## config.mk

```make
export PLATFORM = sky130hd
export DESIGN_NAME = wb_stage
export DESIGN_NICKNAME = d
export VERILOG_FILES = /design/src/rtl/wb_pkg.sv /design/src/rtl/wb_bypass.sv /design/src/rtl/wb_stage.sv
export SDC_FILE = /design/constraint.sdc
export NUM_CORES = 1
export LEC_CHECK = 0
export ABC_AREA = 1
export BUFFER_PORTS_ARGS = -buffer_cell sky130_fd_sc_hd__buf_2
export CAP_MARGIN = 15
export CORE_ASPECT_RATIO = 1.75
export CORE_UTILIZATION = 28
export DETAILED_ROUTE_END_ITERATION = 6
export PLACE_DENSITY = 0.47
export SYNTH_ARGS = -nofsm -noshare
export SYNTH_HDL_FRONTEND = slang
export SYNTH_SLANG_ARGS = --single-unit
export TNS_END_PERCENT = 100
```

## constraint.sdc

```tcl
create_clock -name Clk -period 3.45 [get_ports Clk]
set_clock_uncertainty 0.05 [all_clocks]
set_input_delay 0.1725 -clock Clk [delete_from_list [all_inputs] [get_ports Clk]]
set_output_delay 0.1725 -clock Clk [all_outputs]
set_load 0.03 [all_outputs]
```

## src/rtl/wb_pkg.sv

```systemverilog
// Shared types for the writeback stage.
// Latency: n/a (types and constants only).
// Backpressure: n/a.
package wb_pkg;

    localparam int WB_W = 8;    // register-file data width
    localparam int WB_A = 4;    // register-file address width

    typedef enum logic {
        WB_IDLE,
        WB_WAIT_MEM
    } wb_state_t;

    // One register-file write: destination and value.
    typedef struct packed {
        logic [WB_A-1:0] waddr;
        logic [WB_W-1:0] data;
    } wb_entry_t;

endpackage

```

## src/rtl/wb_bypass.sv

```systemverilog
// Read-port comparator: forwards the in-flight write and flags a pending-load destination.
// Latency: purely combinational.
// Backpressure: none; outputs are advisory to the read stage.
//
// Ports:
//   RfWriteEn/RfWaddr/RfDataIn : registered write currently presented to the register file
//   Pending/PendReg            : load outstanding and its destination register
//   Raddr                      : register-file read address being checked
//   Byp/BypData                : read hits the in-flight write, forwarded value (0 when no hit)
//   Busy                       : read targets the outstanding load's destination
module wb_bypass
    import wb_pkg::*;
#(
    parameter int W = WB_W,
    parameter int A = WB_A
) (
    input  logic         RfWriteEn,
    input  logic [A-1:0] RfWaddr,
    input  logic [W-1:0] RfDataIn,
    input  logic         Pending,
    input  logic [A-1:0] PendReg,
    input  logic [A-1:0] Raddr,
    output logic         Byp,
    output logic [W-1:0] BypData,
    output logic         Busy
);

    assign Byp     = RfWriteEn && (Raddr == RfWaddr);
    assign BypData = Byp ? RfDataIn : '0;
    assign Busy    = Pending && (Raddr == PendReg);

endmodule

```

## src/rtl/wb_stage.sv

```systemverilog
// Writeback stage: merges ALU results and load returns onto the single register-file write port.
// Latency: ALU result 1 cycle (2 if skidded behind a load return); load data 1 cycle after MemRvalid.
// Backpressure: Stall holds upstream on skid drain, second load, or WAW against the pending load.
//
// Ports:
//   Clk, Reset                    : clock, synchronous active-high reset
//   AluValid/AluWaddr/AluData     : ALU result (held by upstream while Stall=1)
//   LoadReq/LoadWaddr             : load issue (held by upstream while Stall=1)
//   MemRvalid/MemRdata            : load data return pulse
//   RaddrA/RaddrB                 : register-file read addresses for bypass/busy
//   RfWriteEn/RfWaddr/RfDataIn    : registered register-file write port
//   BypA/BypB, BypDataA/BypDataB  : forwarding of the in-flight write
//   BusyA/BusyB                   : read targets the outstanding load
//   Stall, Pending, LoadErr       : upstream hold, load outstanding, sticky spurious-return flag
module wb_stage
    import wb_pkg::*;
#(
    parameter int W = WB_W,
    parameter int A = WB_A
) (
    input  logic         Clk,
    input  logic         Reset,
    input  logic         AluValid,
    input  logic [A-1:0] AluWaddr,
    input  logic [W-1:0] AluData,
    input  logic         LoadReq,
    input  logic [A-1:0] LoadWaddr,
    input  logic         MemRvalid,
    input  logic [W-1:0] MemRdata,
    input  logic [A-1:0] RaddrA,
    input  logic [A-1:0] RaddrB,
    output logic         RfWriteEn,
    output logic [A-1:0] RfWaddr,
    output logic [W-1:0] RfDataIn,
    output logic         BypA,
    output logic         BypB,
    output logic [W-1:0] BypDataA,
    output logic [W-1:0] BypDataB,
    output logic         BusyA,
    output logic         BusyB,
    output logic         Stall,
    output logic         Pending,
    output logic         LoadErr
);

    wb_state_t    state_q, state_d;
    logic [A-1:0] pend_reg;
    wb_entry_t    skid_q;
    logic         skid_vld;
    wb_entry_t    rf_q;
    logic         rf_we;
    logic         load_err;

    logic wait_mem;
    logic alu_acc;
    logic load_acc;
    logic mem_ret;

    assign wait_mem = (state_q == WB_WAIT_MEM);

    // MemRvalid is deliberately absent: a return frees the port only from the next cycle on.
    assign Stall = skid_vld
                 | (wait_mem && LoadReq)
                 | (wait_mem && AluValid && (AluWaddr == pend_reg));

    assign alu_acc  = AluValid && !Stall;
    // The ALU wins if upstream ever drives both; the load is simply not taken.
    assign load_acc = LoadReq && !Stall && !AluValid;
    assign mem_ret  = wait_mem && MemRvalid;

    always_comb begin
        state_d = state_q;
        case (state_q)
            WB_IDLE:     if (load_acc)  state_d = WB_WAIT_MEM;
            WB_WAIT_MEM: if (MemRvalid) state_d = WB_IDLE;
            default:                    state_d = WB_IDLE;
        endcase
    end

    always_ff @(posedge Clk) begin
        if (Reset) begin
            state_q  <= WB_IDLE;
            pend_reg <= '0;
            skid_vld <= 1'b0;
            skid_q   <= '0;
            rf_we    <= 1'b0;
            rf_q     <= '0;
            load_err <= 1'b0;
        end else begin
            state_q <= state_d;

            if (load_acc)
                pend_reg <= LoadWaddr;

            if (!wait_mem && MemRvalid)
                load_err <= 1'b1;

            // Write-port arbitration: load return, then skid drain, then ALU.
            if (mem_ret) begin
                rf_we      <= 1'b1;
                rf_q.waddr <= pend_reg;
                rf_q.data  <= MemRdata;
                if (alu_acc) begin
                    skid_q.waddr <= AluWaddr;
                    skid_q.data  <= AluData;
                    skid_vld     <= 1'b1;
                end
            end else if (skid_vld) begin
                rf_we    <= 1'b1;
                rf_q     <= skid_q;
                skid_vld <= 1'b0;
            end else if (alu_acc) begin
                rf_we      <= 1'b1;
                rf_q.waddr <= AluWaddr;
                rf_q.data  <= AluData;
            end else begin
                rf_we <= 1'b0;
            end
        end
    end

    assign RfWriteEn = rf_we;
    assign RfWaddr   = rf_q.waddr;
    assign RfDataIn  = rf_q.data;
    assign Pending   = wait_mem;
    assign LoadErr   = load_err;

    wb_bypass #(.W(W), .A(A)) u_byp_a (
        .RfWriteEn (rf_we),
        .RfWaddr   (rf_q.waddr),
        .RfDataIn  (rf_q.data),
        .Pending   (wait_mem),
        .PendReg   (pend_reg),
        .Raddr     (RaddrA),
        .Byp       (BypA),
        .BypData   (BypDataA),
        .Busy      (BusyA)
    );

    wb_bypass #(.W(W), .A(A)) u_byp_b (
        .RfWriteEn (rf_we),
        .RfWaddr   (rf_q.waddr),
        .RfDataIn  (rf_q.data),
        .Pending   (wait_mem),
        .PendReg   (pend_reg),
        .Raddr     (RaddrB),
        .Byp       (BypB),
        .BypData   (BypDataB),
        .Busy      (BusyB)
    );

endmodule
```

# [Word level (Yosys, flattened, before mapping)]
# Cells that the tools add are included.
[totals] input_bits=37 output_inout_bits=36 ff_bits=32
[op_classes] eq_ne=5 reduce_logical=18 muxes=11 bitwise_logic=4
[ops] cell="12-bit two-way mux" count=3
[ops] cell="4-bit equality test" count=5
[ops] cell="8-bit two-way mux" count=2
[ops] cell="1-bit logical AND" count=12
[ops] cell="1-bit two-way mux" count=5
[ops] cell="1-bit zero test" count=3
[ops] cell="3-bit nonzero test" count=1
[ops] cell="1-bit inverter" count=2
[ops] cell="1-bit bitwise OR" count=2
[ops] cell="1-bit case mux with 2 select lines" count=1
[ops] cell="2-bit AND reduction" count=1
[ops] cell="2-bit OR reduction" count=1

# [Logic depth before layout (Yosys ltp)]
[depth] ltp_word=8 mapped_depth=11 depth_no_buf=10

# [Cells and area by module]
# Synthesis repeated with hierarchy kept, for this count alone.
[unflattened] hier_cells=364 area_unflattened_um2=2108.3
[by_module_without_submodules] module="wb_stage" area_per_inst_um2=1690.4 cells_each=268 instances=1 seq_area_each_um2=640.6
[by_module_without_submodules] module="wb_bypass" area_per_inst_um2=209.0 cells_each=48 instances=2 seq_area_each_um2=0.0

# [Worst setup path after synthesis]
# No wires, ideal clock.
[synth_timing] path_kind="reg2out" start="register rf_q, in the netlist RfWaddr[0]" end="output BypDataB[0]" n_path_buf=0 setup_slack_ns=0.885 path_stages_with_launch=9 t_arrival_ns=2.342 path_cell_list="dfxtp_1 > inv_1 > nand2_1 > nand2_1 > nor2_1 > nand2_1 > nor3_1 > inv_1 > nor2_1"
[synth_between] elab_chain_len=3
[synth_rtl] element="start, declared" line_no="wb_stage.sv:50" source="wb_entry_t rf_q;"
[synth_rtl] element="start signal, assigned" line_no="wb_stage.sv:110" source="rf_q <= skid_q;"
[synth_rtl] element="4-bit equality test" line_no="wb_bypass.sv:28" source="assign Byp = RfWriteEn && (Raddr == RfWaddr);"
[synth_rtl] element="1-bit logical AND" line_no="wb_bypass.sv:28"
[synth_rtl] element="net BypB" line_no="wb_stage.sv:36" source="output logic BypB,"
[synth_rtl] element="8-bit two-way mux" line_no="wb_bypass.sv:29" source="assign BypData = Byp ? RfDataIn : '0;"
[synth_rtl] element="end, declared" line_no="wb_stage.sv:38" source="output logic [W-1:0] BypDataB,"
# The timed path passes the listed nets, and every way through them passes these cells.

# [Worst setup path in the final report]
[layout_timing] start="register state_q (netlist: Pending)" end="register skid_q[10] (netlist name)"
[layout_between] elab_chain_len=6
[layout_rtl] element="start, declared" line_no="wb_stage.sv:46" source="wb_state_t state_q, state_d;"
[layout_rtl] element="start signal, assigned" line_no="wb_stage.sv:90" source="state_q <= state_d;"
[layout_rtl] element="1-bit logical AND (on tied branches)" line_no="wb_stage.sv:63, wb_stage.sv:64"
[layout_rtl] element="1-bit bitwise OR or 1-bit logical AND (tied branches)" line_no="wb_stage.sv:63, wb_stage.sv:64"
[layout_rtl] element="1-bit bitwise OR" line_no="wb_stage.sv:64" source="| (wait_mem && AluValid && (AluWaddr == pend_reg));"
[layout_rtl] element="1-bit zero test" line_no="wb_stage.sv:66" source="assign alu_acc = AluValid && !Stall;"
[layout_rtl] element="1-bit logical AND" line_no="wb_stage.sv:66"
[layout_rtl] element="2-bit AND reduction (no line) (*)"
[layout_rtl] element="end, declared" line_no="wb_stage.sv:48" source="wb_entry_t skid_q;"
# Mark *: on every way between the ends. The rest lies on a longest branch, timed or not.
# A chain may end at the register's enable or synchronous reset.

==> run summary <==
Fill cells: 795
Hold-fix buffers, CTS: 0
Biggest register: skid_q
Initial DRC Count: 122
Post-synthesis sequential area ratio: 32.4%
Layout Nets: 426
Final Core Density: 36.8%
Worst min path class: input port to flip-flop
Post-synth EDFFs: 0
Max VDD drop: 0.269 mV
DR WL/cell: 12.5 um
Drc violations: 0
Post-synth ARST share: 0%
DIE HEIGHT: 113 um
Fin. Hold Viols: 0
CP Max Fanout: 24
Post-CTS sizing: 0
Antenna viol nets, final: 0
Unrepaired setup endpoints after global routing: no
Slowest cell on crit path: nand4_2
CP max stage delay: 0.51 ns
Min Clock Period, post-route: 2.14 ns
Fmax: 0.467 GHz
Dpl hpwl: 4490 um
Slew HR: 38.9%
Avg Synthesized Cell Area: 6.12 sq um
Commonest non-fill, non-tap cell in the layout: nand2_1
Clock buffer depth: 2
CTS Root Buffer Type: clkbuf_16
DR top layer: met4
Most frequent CP cell: nand2_1
Tcrit/Tclk final: 62.1%
Clock buffer count from CTS: 5
Row cnt: 40
DIE AREA: 7410 sq um
IO Port Bufs: 72
Worst-Skew Late Latency: 0.28 ns
Routed met2 length: 3040 um
CTS tree: done
CP top delay family: simple AND/OR/NAND/NOR gates
Vias in the first global route: 2,102
Layout cells sized above 1: 22.8%
CP endpoint kind: flip-flop
Syn Nets: 360
Final Wtd Congestion: 0.799
Cell Pwr Density: 435 nW/um^2
Pre-antenna DRT Iters: 4
Gate Count Post-Synth: 323
Routed WL: 5900 um
Storage element area: 641 sq um
Largest net degree at the start of global routing: 32
Worst slack, placed: 1.30 ns
Core area: 6860 sq um
Die width: 65.5 um
Initial antenna violation count: 0
Synth Register Bits: 32
Worst Path Required: 3.61 ns
Cell Chain, Critical Path: nand2_2 > inv_2 > nand4_2 > nand2_1 > nand2_1 > nor2_1
Total grt overflow: 0
Sinks on the clock net: 32
Vias: 2,075
Critical Path AT: 2.31 ns
Worst setup path class: flip-flop to flip-flop
Vias/cell: 4.38
DRT met1 WL: 2510 um
Multi-input gate area: 1060 sq um
Synthesis Warnings: 0
IO Count: 73
# setup viols final: 0
Clock transition at path regs: 0.05 ns
Synth Flop Type: dfxtp_1
Crit path launch type: flip-flop
Count of cell types in the netlist: 28
Max cap viols: 0
H-tree levels: 2
Diode count: 0
Pleak: 1.46 nW
Largest register FFs: 12
Gr usage total: 17.7%
Actual slew at the worst max-slew pin: 0.916 ns
Most frequent cells in the layout: nand2_1 (84), buf_2 (72), nor2_1 (62)
Global-route wire length before repair: 9970 um
Area grow syn2layout: 27.7%
Post-Route Setup TNS: 0 ns
Status: finished, final reports clean
Mapped Area: 1980 sq um
Final setup margin: 1.31 ns
Initial Util: 28.8%
Routed wl met3: 182 um
Post-CTS Setup Bufs: 0
Max Slew Vio Count: 0
Worst path buffer plus inverter count: 1
## Yosys cell counts, types with 3 or more instances
cell	instances	area (sq um)
a211oi_1	3	22.5
a21oi_1	7	35.0
buf_1	4	15.0
buf_2	7	35.0
dfxtp_1	32	641
inv_1	53	199
inv_2	4	15.0
mux2i_1	8	80.1
nand2_1	84	315
nand3_1	3	15.0
nand4_1	12	75.1
nor2_1	62	233
o21ai_0	22	110
o22ai_1	5	31.3
## power breakdown
part | leakage, nW | switching, mW | total (mW) | internal [mW]
Combinational | 1.13 | 0.156 | 0.235 | 0.0783
Sequential | 0.263 | 0.0201 | 0.416 | 0.396
Clock | 0.0712 | 0.160 | 0.447 | 0.288
## final timing paths
path,startpoint,end,slack (ns),cells past startpoint
worst max register to register,Pending,skid_q[10],1.31,6
worst min register to register,LoadErr,LoadErr,0.43,2
worst max-delay path,Pending,skid_q[10],1.31,6
worst min-delay path,Reset,LoadErr,0.06,2
## cell families after synthesis
logic type | synth area share, %
AO/OA/AOI/OAI | 11.3
XOR/XNOR | 1.33
buffers and inverters | 14.1
flip-flops | 32.4
multiplexers | 4.05
AND/OR/NAND/NOR | 36.7
## worst reg2reg max path, delay by kind of cell, from the launching register on
| family | cells | cell delay, ns |
|---|---|---|
| flops | 1 | 0.46 |
| simple gates | 5 | 1.28 |
| buf+inv | 1 | 0.28 |
## stage by stage
| step | instance area [sq um] | total power [mW] | hold slack [ns] | instances |
|---|---|---|---|---|
| 3_5_place_dp | 2380 | 0.661 | 0.352 | 466 |
| 2_1_floorplan | 1980 | 0.582 | 0.195 | 323 |
| 4_1_cts | 2520 | 1.12 | 0.0531 | 474 |
| 6_report | 2520 | 1.10 | 0.0586 | 474 |
| 3_3_place_gp | 2380 | 0.660 | 0.361 | 466 |
| 5_1_grt | 2520 | 1.17 | 0.0554 | 474 |
## per-layer routing
metal | vias to the layer above | global-route usage, %
met2 | 48 | 30.2
li1 | 1130 | -
met3 | 13 | 2.92
met5 | - | 0
met1 | 884 | 20.7
met4 | 0 | 8.99
## final cells by class
class                           count  area share [%]
Tap cell                           84            4.17
Sequential cell                    32            25.4
Inverter                           57            8.48
Timing Repair Buffer               72            14.3
Clock buffer                        8            5.80
Multi-Input combinational cell    221            41.9
No activity file was read; power rests on OpenSTA's default activity.
